<file path="src/rtl/rob_param_if.sv">
// rtl/rob_param_if.sv - allocate, completion, commit and redirect bundle for rob_param
interface rob_param_if #(
  parameter int DEPTH    = 16,
  parameter int IDX_W    = $clog2(DEPTH),
  parameter int ISSUE_W  = 4,
  parameter int CDB_W    = 4,
  parameter int COMMIT_W = 4,
  parameter int DATA_W   = 16,
  parameter int REG_W    = 4
);
  logic [ISSUE_W-1:0]          alloc_valid_flat;
  logic [ISSUE_W*REG_W-1:0]    alloc_target_flat;
  logic [ISSUE_W-1:0]          alloc_halt_flat;
  logic                        alloc_ready;
  logic [ISSUE_W*IDX_W-1:0]    alloc_index_flat;
  logic [CDB_W-1:0]            cdb_valid_flat;
  logic [CDB_W*IDX_W-1:0]      cdb_index_flat;
  logic [CDB_W*DATA_W-1:0]     cdb_value_flat;
  logic [CDB_W-1:0]            cdb_flush_flat;
  logic [DEPTH-1:0]            out_finished_flat;
  logic [DEPTH*DATA_W-1:0]     out_values_flat;
  logic [COMMIT_W-1:0]         reg_we_flat;
  logic [COMMIT_W*REG_W-1:0]   reg_target_flat;
  logic [COMMIT_W*DATA_W-1:0]  reg_data_flat;
  logic [COMMIT_W*IDX_W-1:0]   reg_writer_flat;
  logic                        flush_pipeline;
  logic [DATA_W-1:0]           pc_target;
  logic                        halted;
  logic [IDX_W:0]              count;
  logic [IDX_W-1:0]            head;

  modport master (
    output alloc_valid_flat, alloc_target_flat, alloc_halt_flat,
    output cdb_valid_flat, cdb_index_flat, cdb_value_flat, cdb_flush_flat,
    input  alloc_ready, alloc_index_flat, out_finished_flat, out_values_flat,
    input  reg_we_flat, reg_target_flat, reg_data_flat, reg_writer_flat,
    input  flush_pipeline, pc_target, halted, count, head
  );

  modport slave (
    input  alloc_valid_flat, alloc_target_flat, alloc_halt_flat,
    input  cdb_valid_flat, cdb_index_flat, cdb_value_flat, cdb_flush_flat,
    output alloc_ready, alloc_index_flat, out_finished_flat, out_values_flat,
    output reg_we_flat, reg_target_flat, reg_data_flat, reg_writer_flat,
    output flush_pipeline, pc_target, halted, count, head
  );
endinterface

</file>
<file path="src/rtl/rob_param.sv">
// rtl/rob_param.sv - parametrised reorder buffer; ROB_BYPASS_EN exposes per-entry finished/value
module rob_param #(
  parameter int DEPTH    = 16,
  parameter int IDX_W    = $clog2(DEPTH),
  parameter int ISSUE_W  = 4,
  parameter int CDB_W    = 4,
  parameter int COMMIT_W = 4,
  parameter int DATA_W   = 16,
  parameter int REG_W    = 4
) (
  input logic       clk,
  input logic       reset,
  rob_param_if.slave bus
);
  localparam int PTR_W = IDX_W + 1;

  logic [PTR_W-1:0]  head_q, tail_q, count_w, n_alloc, n_commit;
  logic [DEPTH-1:0]  fin_q, flush_q, halt_q;
  logic [REG_W-1:0]  target_q [DEPTH];
  logic [DATA_W-1:0] value_q  [DEPTH];
  logic              halted_q, flush_out_q, alloc_ready_w, alloc_go;
  logic [DATA_W-1:0] pc_q, flush_val;
  logic              flush_commit, halt_commit;

  logic [IDX_W-1:0]  aidx [ISSUE_W];
  logic [ISSUE_W-1:0] a_valid, a_halt;
  logic [REG_W-1:0]  a_target [ISSUE_W];
  logic [IDX_W-1:0]  c_idx [CDB_W];
  logic [DATA_W-1:0] c_val [CDB_W];
  logic [CDB_W-1:0]  c_ok, c_flush;
  logic [IDX_W-1:0]  cidx [COMMIT_W];
  logic [COMMIT_W-1:0] commit_w, we_w, we_q;
  logic [REG_W-1:0]  rt_q [COMMIT_W];
  logic [DATA_W-1:0] rd_q [COMMIT_W];
  logic [IDX_W-1:0]  rw_q [COMMIT_W];

  assign count_w       = head_q - tail_q;
  assign alloc_ready_w = ((PTR_W'(DEPTH) - count_w) >= PTR_W'(ISSUE_W)) && !halted_q && !flush_out_q;
  // Allocations that land in a flush-commit cycle are wrong-path and are dropped.
  assign alloc_go      = alloc_ready_w && !flush_commit;

  for (genvar i = 0; i < ISSUE_W; i++) begin : g_alloc
    assign aidx[i]     = head_q[IDX_W-1:0] + IDX_W'(i);
    assign a_valid[i]  = bus.alloc_valid_flat[ISSUE_W-1-i];
    assign a_halt[i]   = bus.alloc_halt_flat[ISSUE_W-1-i];
    assign a_target[i] = bus.alloc_target_flat[(ISSUE_W-1-i)*REG_W +: REG_W];
    assign bus.alloc_index_flat[(ISSUE_W-1-i)*IDX_W +: IDX_W] = aidx[i];
  end

  for (genvar j = 0; j < CDB_W; j++) begin : g_cdb
    logic [IDX_W-1:0] rel;
    assign c_idx[j]   = bus.cdb_index_flat[(CDB_W-1-j)*IDX_W +: IDX_W];
    assign c_val[j]   = bus.cdb_value_flat[(CDB_W-1-j)*DATA_W +: DATA_W];
    assign c_flush[j] = bus.cdb_flush_flat[CDB_W-1-j];
    assign rel        = c_idx[j] - tail_q[IDX_W-1:0];
    // Only entries currently between tail and head may be completed.
    assign c_ok[j]    = bus.cdb_valid_flat[CDB_W-1-j] && ({1'b0, rel} < count_w);
  end

  for (genvar k = 0; k < COMMIT_W; k++) begin : g_cidx
    assign cidx[k] = tail_q[IDX_W-1:0] + IDX_W'(k);
    assign bus.reg_we_flat[COMMIT_W-1-k]                         = we_q[k];
    assign bus.reg_target_flat[(COMMIT_W-1-k)*REG_W +: REG_W]    = rt_q[k];
    assign bus.reg_data_flat[(COMMIT_W-1-k)*DATA_W +: DATA_W]    = rd_q[k];
    assign bus.reg_writer_flat[(COMMIT_W-1-k)*IDX_W +: IDX_W]    = rw_q[k];
  end

  // Count valid allocate lanes (lanes are contiguous from lane 0).
  always_comb begin
    n_alloc = '0;
    for (int i = 0; i < ISSUE_W; i++)
      if (a_valid[i]) n_alloc = n_alloc + PTR_W'(1);
  end

  // In-order commit chain; a flush or halt entry commits but stops every later lane.
  always_comb begin
    logic go;
    go           = !halted_q;
    commit_w     = '0;
    we_w         = '0;
    n_commit     = '0;
    flush_commit = 1'b0;
    halt_commit  = 1'b0;
    flush_val    = '0;
    for (int k = 0; k < COMMIT_W; k++) begin
      if (go && (PTR_W'(k) < count_w) && fin_q[cidx[k]]) begin
        commit_w[k] = 1'b1;
        n_commit    = n_commit + PTR_W'(1);
        if (flush_q[cidx[k]]) begin
          flush_commit = 1'b1;
          flush_val    = value_q[cidx[k]];
          go           = 1'b0;
        end else if (halt_q[cidx[k]]) begin
          halt_commit = 1'b1;
          go          = 1'b0;
        end else begin
          we_w[k] = 1'b1;
        end
      end else begin
        go = 1'b0;
      end
    end
  end

  // Pointers, per-entry status bits and registered control outputs.
  always_ff @(posedge clk) begin
    if (reset) begin
      head_q      <= '0;
      tail_q      <= '0;
      fin_q       <= '0;
      flush_q     <= '0;
      we_q        <= '0;
      flush_out_q <= 1'b0;
      pc_q        <= '0;
      halted_q    <= 1'b0;
    end else begin
      for (int k = 0; k < COMMIT_W; k++)
        if (commit_w[k]) fin_q[cidx[k]] <= 1'b0;
      for (int j = 0; j < CDB_W; j++)
        if (c_ok[j]) begin
          fin_q[c_idx[j]]   <= 1'b1;
          flush_q[c_idx[j]] <= c_flush[j];
        end
      if (alloc_go)
        for (int i = 0; i < ISSUE_W; i++)
          if (a_valid[i]) begin
            fin_q[aidx[i]]   <= a_halt[i];
            flush_q[aidx[i]] <= 1'b0;
          end
      if (flush_commit) begin
        tail_q <= head_q;
        pc_q   <= flush_val;
      end else begin
        tail_q <= tail_q + n_commit;
        if (alloc_go) head_q <= head_q + n_alloc;
      end
      we_q        <= we_w;
      flush_out_q <= flush_commit;
      halted_q    <= halted_q | halt_commit;
    end
  end

  // Entry payloads are never cleared; they are rewritten on allocate/completion.
  always_ff @(posedge clk) begin
    if (!reset) begin
      for (int j = 0; j < CDB_W; j++)
        if (c_ok[j]) value_q[c_idx[j]] <= c_val[j];
      if (alloc_go)
        for (int i = 0; i < ISSUE_W; i++)
          if (a_valid[i]) begin
            target_q[aidx[i]] <= a_target[i];
            halt_q[aidx[i]]   <= a_halt[i];
          end
    end
  end

  // Commit payload is captured every cycle; only lanes with reg_we set are meaningful.
  always_ff @(posedge clk) begin
    for (int k = 0; k < COMMIT_W; k++) begin
      rt_q[k] <= target_q[cidx[k]];
      rd_q[k] <= value_q[cidx[k]];
      rw_q[k] <= cidx[k];
    end
  end

  assign bus.alloc_ready    = alloc_ready_w;
  assign bus.flush_pipeline = flush_out_q;
  assign bus.pc_target      = pc_q;
  assign bus.halted         = halted_q;
  assign bus.count          = count_w;
  assign bus.head           = head_q[IDX_W-1:0];

`ifdef ROB_BYPASS_EN
  for (genvar e = 0; e < DEPTH; e++) begin : g_byp
    assign bus.out_finished_flat[DEPTH-1-e]                  = fin_q[e];
    assign bus.out_values_flat[(DEPTH-1-e)*DATA_W +: DATA_W] = value_q[e];
  end
`else
  assign bus.out_finished_flat = '0;
  assign bus.out_values_flat   = '0;
`endif
endmodule

</file>
<file path="src/flat_wrapper.sv">
// flat-port wrapper written by rule: the top's interface ports become plain ports
module rob_param_flat 
#(
  parameter int DEPTH    = 16,
  parameter int IDX_W    = $clog2(DEPTH),
  parameter int ISSUE_W  = 4,
  parameter int CDB_W    = 4,
  parameter int COMMIT_W = 4,
  parameter int DATA_W   = 16,
  parameter int REG_W    = 4
)
  (clk, reset, bus_alloc_valid_flat, bus_alloc_target_flat, bus_alloc_halt_flat, bus_cdb_valid_flat, bus_cdb_index_flat, bus_cdb_value_flat, bus_cdb_flush_flat, bus_alloc_ready, bus_alloc_index_flat, bus_out_finished_flat, bus_out_values_flat, bus_reg_we_flat, bus_reg_target_flat, bus_reg_data_flat, bus_reg_writer_flat, bus_flush_pipeline, bus_pc_target, bus_halted, bus_count, bus_head);
  rob_param_if #(.DEPTH(DEPTH), .IDX_W(IDX_W), .ISSUE_W(ISSUE_W), .CDB_W(CDB_W), .COMMIT_W(COMMIT_W), .DATA_W(DATA_W), .REG_W(REG_W)) bus_i ();
  input logic clk;
  input logic reset;
  input wire logic [$bits(bus_i.alloc_valid_flat)-1:0] bus_alloc_valid_flat;
  input wire logic [$bits(bus_i.alloc_target_flat)-1:0] bus_alloc_target_flat;
  input wire logic [$bits(bus_i.alloc_halt_flat)-1:0] bus_alloc_halt_flat;
  input wire logic [$bits(bus_i.cdb_valid_flat)-1:0] bus_cdb_valid_flat;
  input wire logic [$bits(bus_i.cdb_index_flat)-1:0] bus_cdb_index_flat;
  input wire logic [$bits(bus_i.cdb_value_flat)-1:0] bus_cdb_value_flat;
  input wire logic [$bits(bus_i.cdb_flush_flat)-1:0] bus_cdb_flush_flat;
  output wire logic [$bits(bus_i.alloc_ready)-1:0] bus_alloc_ready;
  output wire logic [$bits(bus_i.alloc_index_flat)-1:0] bus_alloc_index_flat;
  output wire logic [$bits(bus_i.out_finished_flat)-1:0] bus_out_finished_flat;
  output wire logic [$bits(bus_i.out_values_flat)-1:0] bus_out_values_flat;
  output wire logic [$bits(bus_i.reg_we_flat)-1:0] bus_reg_we_flat;
  output wire logic [$bits(bus_i.reg_target_flat)-1:0] bus_reg_target_flat;
  output wire logic [$bits(bus_i.reg_data_flat)-1:0] bus_reg_data_flat;
  output wire logic [$bits(bus_i.reg_writer_flat)-1:0] bus_reg_writer_flat;
  output wire logic [$bits(bus_i.flush_pipeline)-1:0] bus_flush_pipeline;
  output wire logic [$bits(bus_i.pc_target)-1:0] bus_pc_target;
  output wire logic [$bits(bus_i.halted)-1:0] bus_halted;
  output wire logic [$bits(bus_i.count)-1:0] bus_count;
  output wire logic [$bits(bus_i.head)-1:0] bus_head;
  assign bus_i.alloc_valid_flat = bus_alloc_valid_flat;
  assign bus_i.alloc_target_flat = bus_alloc_target_flat;
  assign bus_i.alloc_halt_flat = bus_alloc_halt_flat;
  assign bus_i.cdb_valid_flat = bus_cdb_valid_flat;
  assign bus_i.cdb_index_flat = bus_cdb_index_flat;
  assign bus_i.cdb_value_flat = bus_cdb_value_flat;
  assign bus_i.cdb_flush_flat = bus_cdb_flush_flat;
  assign bus_alloc_ready = bus_i.alloc_ready;
  assign bus_alloc_index_flat = bus_i.alloc_index_flat;
  assign bus_out_finished_flat = bus_i.out_finished_flat;
  assign bus_out_values_flat = bus_i.out_values_flat;
  assign bus_reg_we_flat = bus_i.reg_we_flat;
  assign bus_reg_target_flat = bus_i.reg_target_flat;
  assign bus_reg_data_flat = bus_i.reg_data_flat;
  assign bus_reg_writer_flat = bus_i.reg_writer_flat;
  assign bus_flush_pipeline = bus_i.flush_pipeline;
  assign bus_pc_target = bus_i.pc_target;
  assign bus_halted = bus_i.halted;
  assign bus_count = bus_i.count;
  assign bus_head = bus_i.head;
  rob_param #(.DEPTH(DEPTH), .IDX_W(IDX_W), .ISSUE_W(ISSUE_W), .CDB_W(CDB_W), .COMMIT_W(COMMIT_W), .DATA_W(DATA_W), .REG_W(REG_W)) u_core (.clk(clk), .reset(reset), .bus(bus_i));
endmodule
</file>
<file path="config.mk">
export PLATFORM = sky130hd
export DESIGN_NAME = rob_param_flat
export DESIGN_NICKNAME = d
export VERILOG_FILES = /design/src/rtl/rob_param_if.sv /design/src/rtl/rob_param.sv /design/src/flat_wrapper.sv
export SDC_FILE = /design/constraint.sdc
export NUM_CORES = 2
export LEC_CHECK = 0
export ABC_AREA = 1
export BUFFER_PORTS_ARGS = -buffer_cell sky130_fd_sc_hd__buf_4
export CORE_ASPECT_RATIO = 0.5
export CORE_UTILIZATION = 30
export CTS_CLUSTER_SIZE = 20
export DETAILED_ROUTE_END_ITERATION = 10
export PLACE_DENSITY = 0.49
export REMOVE_ABC_BUFFERS = 1
export SETUP_SLACK_MARGIN = 0.05
export SYNTH_ARGS = -nofsm -noshare
export SYNTH_HDL_FRONTEND = slang
export SYNTH_SLANG_ARGS = --single-unit
</file>
<file path="constraint.sdc">
create_clock -name clk -period 8.95 [get_ports clk]
set_input_delay 0.895 -clock clk [delete_from_list [all_inputs] [get_ports clk]]
set_output_delay 0.895 -clock clk [all_outputs]
set_load 0.02 [all_outputs]
</file>
==> impl_metrics.py <==
metrics = {
    "finish": {
        "final_common_cell": "nand2_1",
        "layout-drive-gt1-share_pct": 9.37,
        "fin_area_um2": 46700,
        "final_cell_mix": "1449 x nand2_1, 722 x o21ai_0, 544 x nor2_1, 494 x a21oi_1, 447 x inv_1",
        "area_growth_pct": 10.9,
        "final_net_count": 6473,
    },
    "sta": {
        "relSlewSlack_pct": -1.53,
        "finalHoldViolations": 0,
        "setup_viol": 0,
        "drv_slew": 12,
        "fin_hold_ws_ps": 492,
        "rsz0062_at_grt": "no",
        "fmax_mhz": 158,
        "min_period_over_period_pct": 70.6,
        "period_minus_slack_ps": 6310,
        "clock_skew_ps": 39.1,
        "tightest_slew_ps": 1520,
        "setup-tns-final_ps": 0,
    },
    "setup_path": {
        "crit_type": "reg -> reg",
        "worstPathRequired_ps": 9340,
        "crit_fanout": 48,
        "cp.arrival_ps": 6700,
        "end_kind": "flop",
        "reg2reg_slack_ps": 2640,
        "crit_path_start_kind": "flop",
    },
    "drt": {
        "totalWireLength_um": 231000,
        "drcViolationCount": 156,
        "vias": 47400,
        "via_per_inst": 5.77,
        "detail-route-antenna-nets": 0,
        "dr.first_iter.drc_count": 7979,
        "dr.pass1.iters": 11,
        "wl_per_cell_um": 28.2,
    },
    "yosys": {
        "seq_area_frac_synth_pct": 31.4,
        "synth_edf_count": 336,
        "synth_ff_type": "edfxtp_1",
        "synth.avg_cell_area_um2": 6.70,
        "ys.warnings.count": 0,
        "syn_inst": 6293,
        "async_flop_share_pct": 0,
        "ys_ff_latch": 494,
        "synth.cell_area_um2": 42200,
        "synth_cell_types": 53,
    },
    "cts": {
        "post-cts-setup-buffers": 0,
        "h-tree-depth": 2,
        "clock_sinks": 494,
        "clk_pin_slew_ps": 70,
        "cts_hold_buf": 0,
        "cts-buffers-inserted": 56,
        "cts_tree": "yes",
        "cts-resized-gates": 0,
        "clock-root-buffer": "clkbuf_16",
        "worstSkewPairLatency_ps": 700,
        "cts_buffer_depth": 3,
    },
    "power": {
        "irDropWorstVdd_mv": 0.306,
        "cell_internal_pwr_mw": 6.76,
        "sw_frac_of_total_pct": 53.2,
        "p_clk_share_pct": 17.5,
        "p_sw_mw": 7.68,
        "power.total_mw": 14.4,
        "power.density_nw_per_um2": 309,
        "leakagePower_nw": 19.2,
        "share_comb_of_total_power_pct": 59.0,
        "power_frac_seq_pct": 23.5,
    },
    "job": {
        "maxCapViolations": 1,
    },
    "worst_hold_path": {
        "hold_class": "reg -> reg",
    },
    "floorplanning": {
        "die_h_um": 267,
        "dieArea_um2": 142000,
        "initial_core_util_pct": 30.5,
        "rows": 96,
        "core_um2": 138000,
        "num_io_pins": 530,
        "die_w_um": 532,
    },
    "placed_design": {
        "placedInstanceArea_um2": 44800,
        "dp_hpwl_um": 155000,
        "port_buffers": 257,
        "place.gp.congestion": 0.982,
    },
    "grt": {
        "grt_pass1_wl_um": 314000,
        "grt_start_max_net_pins": 105,
        "antenna_found_initial": 14,
        "grt_usage_pct": 31.1,
        "grt_pass1_vias": 40300,
        "overflow": 0,
    },
    "outcome": {
        "violations": "design-rule violations, max-capacitance violations, max-slew violations",
        "outcome": "complete, but fails checks",
    },
}
==> layer usage <==
metal / global-route usage (%) / routed length (µm)
met1: 42.0 / 92900
met2: 45.2 / 94900
met3: 8.31 / 30200
met4: 16.0 / 13200
met5: 0 / 79
==> cells in the mapped netlist, types with 2 or more instances <==
master / count / area [µm²]
nor2_2: 9 / 56.3
o41ai_1: 4 / 35.0
nand3_2: 3 / 30.0
clkinv_1: 24 / 90.1
or2_1: 2 / 12.5
a22o_1: 6 / 52.6
clkbuf_1: 305 / 1140
a221oi_1: 6 / 52.6
nor3_1: 26 / 130
o211ai_1: 167 / 1250
xor2_1: 18 / 158
o21bai_1: 2 / 15.0
buf_4: 294 / 2210
buf_1: 60 / 225
or2_2: 4 / 25.0
o2111ai_1: 15 / 131
nor4_1: 2 / 12.5
nor2_4: 6 / 67.6
ha_1: 58 / 726
o21ai_1: 23 / 115
mux2i_1: 149 / 1490
a21oi_1: 495 / 2480
buf_2: 48 / 240
nand3_1: 416 / 2080
nand4_1: 94 / 588
nor3b_1: 2 / 15.0
o22ai_1: 76 / 475
dfxtp_1: 158 / 3160
inv_2: 25 / 93.8
buf_6: 5 / 56.3
a31oi_1: 27 / 169
fa_1: 7 / 140
o21ai_0: 722 / 3610
a211oi_1: 61 / 458
nand2_2: 6 / 37.5
edfxtp_1: 336 / 10100
inv_1: 449 / 1690
nor2_1: 596 / 2240
o221ai_1: 3 / 26.3
a22oi_1: 116 / 871
a311oi_1: 2 / 17.5
xnor2_1: 4 / 35.0
nand2_1: 1452 / 5450
==> power groups by stage <==
stage	registers (mW)	clock network, mW	logic, mW
floorplan	3.83	0	4.63
global placement	3.44	0	8.23
detailed placement	3.44	0	8.21
CTS	3.40	2.54	8.23
global route	3.44	2.63	9.01
finish	3.40	2.52	8.52
==> final cells by class <==
cell class / instances / area [µm²]
Clock inverter: 23 / 215
Fill cell: 15000 / 91500
Tap cell: 1862 / 2330
Multi-Input combinational cell: 4860 / 24400
Clock buffer: 82 / 1710
Sequential cell: 494 / 13300
Timing Repair Buffer: 383 / 2890
Antenna cell: 7 / 17.5
Inverter: 499 / 1890
==> worst paths after layout <==
path | from | endpoint | cells past startpoint
max | u_core.tail_q[1] | u_core.target_q[12][2] | 18
min | u_core.bus.pc_target[4] | u_core.bus.pc_target[4] | 2
max reg2reg | u_core.tail_q[1] | u_core.target_q[12][2] | 18
min reg2reg | u_core.bus.pc_target[4] | u_core.bus.pc_target[4] | 2
==> state kept, by name, summed over array words and instances (netlist names) <==
register / cells
u_core.bus.flush_pipeline: 1
u_core.bus.halted: 1
u_core.bus.pc_target: 16
u_core.fin_q: 16
u_core.flush_q: 16
u_core.halt_q: 16
u_core.head_q: 5
u_core.rd_q: 64
u_core.rt_q: 16
u_core.rw_q: 14
u_core.tail_q: 5
u_core.target_q: 64
u_core.value_q: 256
u_core.we_q: 4
==> logic make-up (layout without fill, tap and decap cells) <==
kind of cell	after synthesis	count (layout)	synth area share (%)
buffers and inverters	1212	987	13.7
adder cells (fa/ha/maj)	65	65	2.05
AO/OA/AOI/OAI	1729	1729	23.3
multiplexers	149	149	3.54
other	1	281	0.00890
flip-flops	494	494	31.4
XOR/XNOR	23	23	0.496
AND/OR/NAND/NOR	2620	2620	25.5
==> per-stage QoR <==
stage	std cells	util (%)	setup slack (ps)
after global placement	8098	32.4	2970
after CTS	8203	33.8	2850
after detailed placement	8098	32.4	2860
after global routing	8206	33.8	2460
after floorplan	5853	-	-16310
final	8210	33.8	2640
==> worst max-delay path, cell delays in order, from the launching register on <==
cell and delay (ps):
dfxtp_4 560, buf_4 560, ha_1 370, nand2_1 150, inv_2 100, nor2_4 40
buf_4 270, nor2_2 140, buf_4 470, nand2_1 110, nand4_1 220, nand2_1 160
nor2_4 650, nand3_2 360, nand4_2 240, buf_4 500, inv_1 470, o21ai_0 380
nor2_1 210
Power figures use the tool's default switching activity.
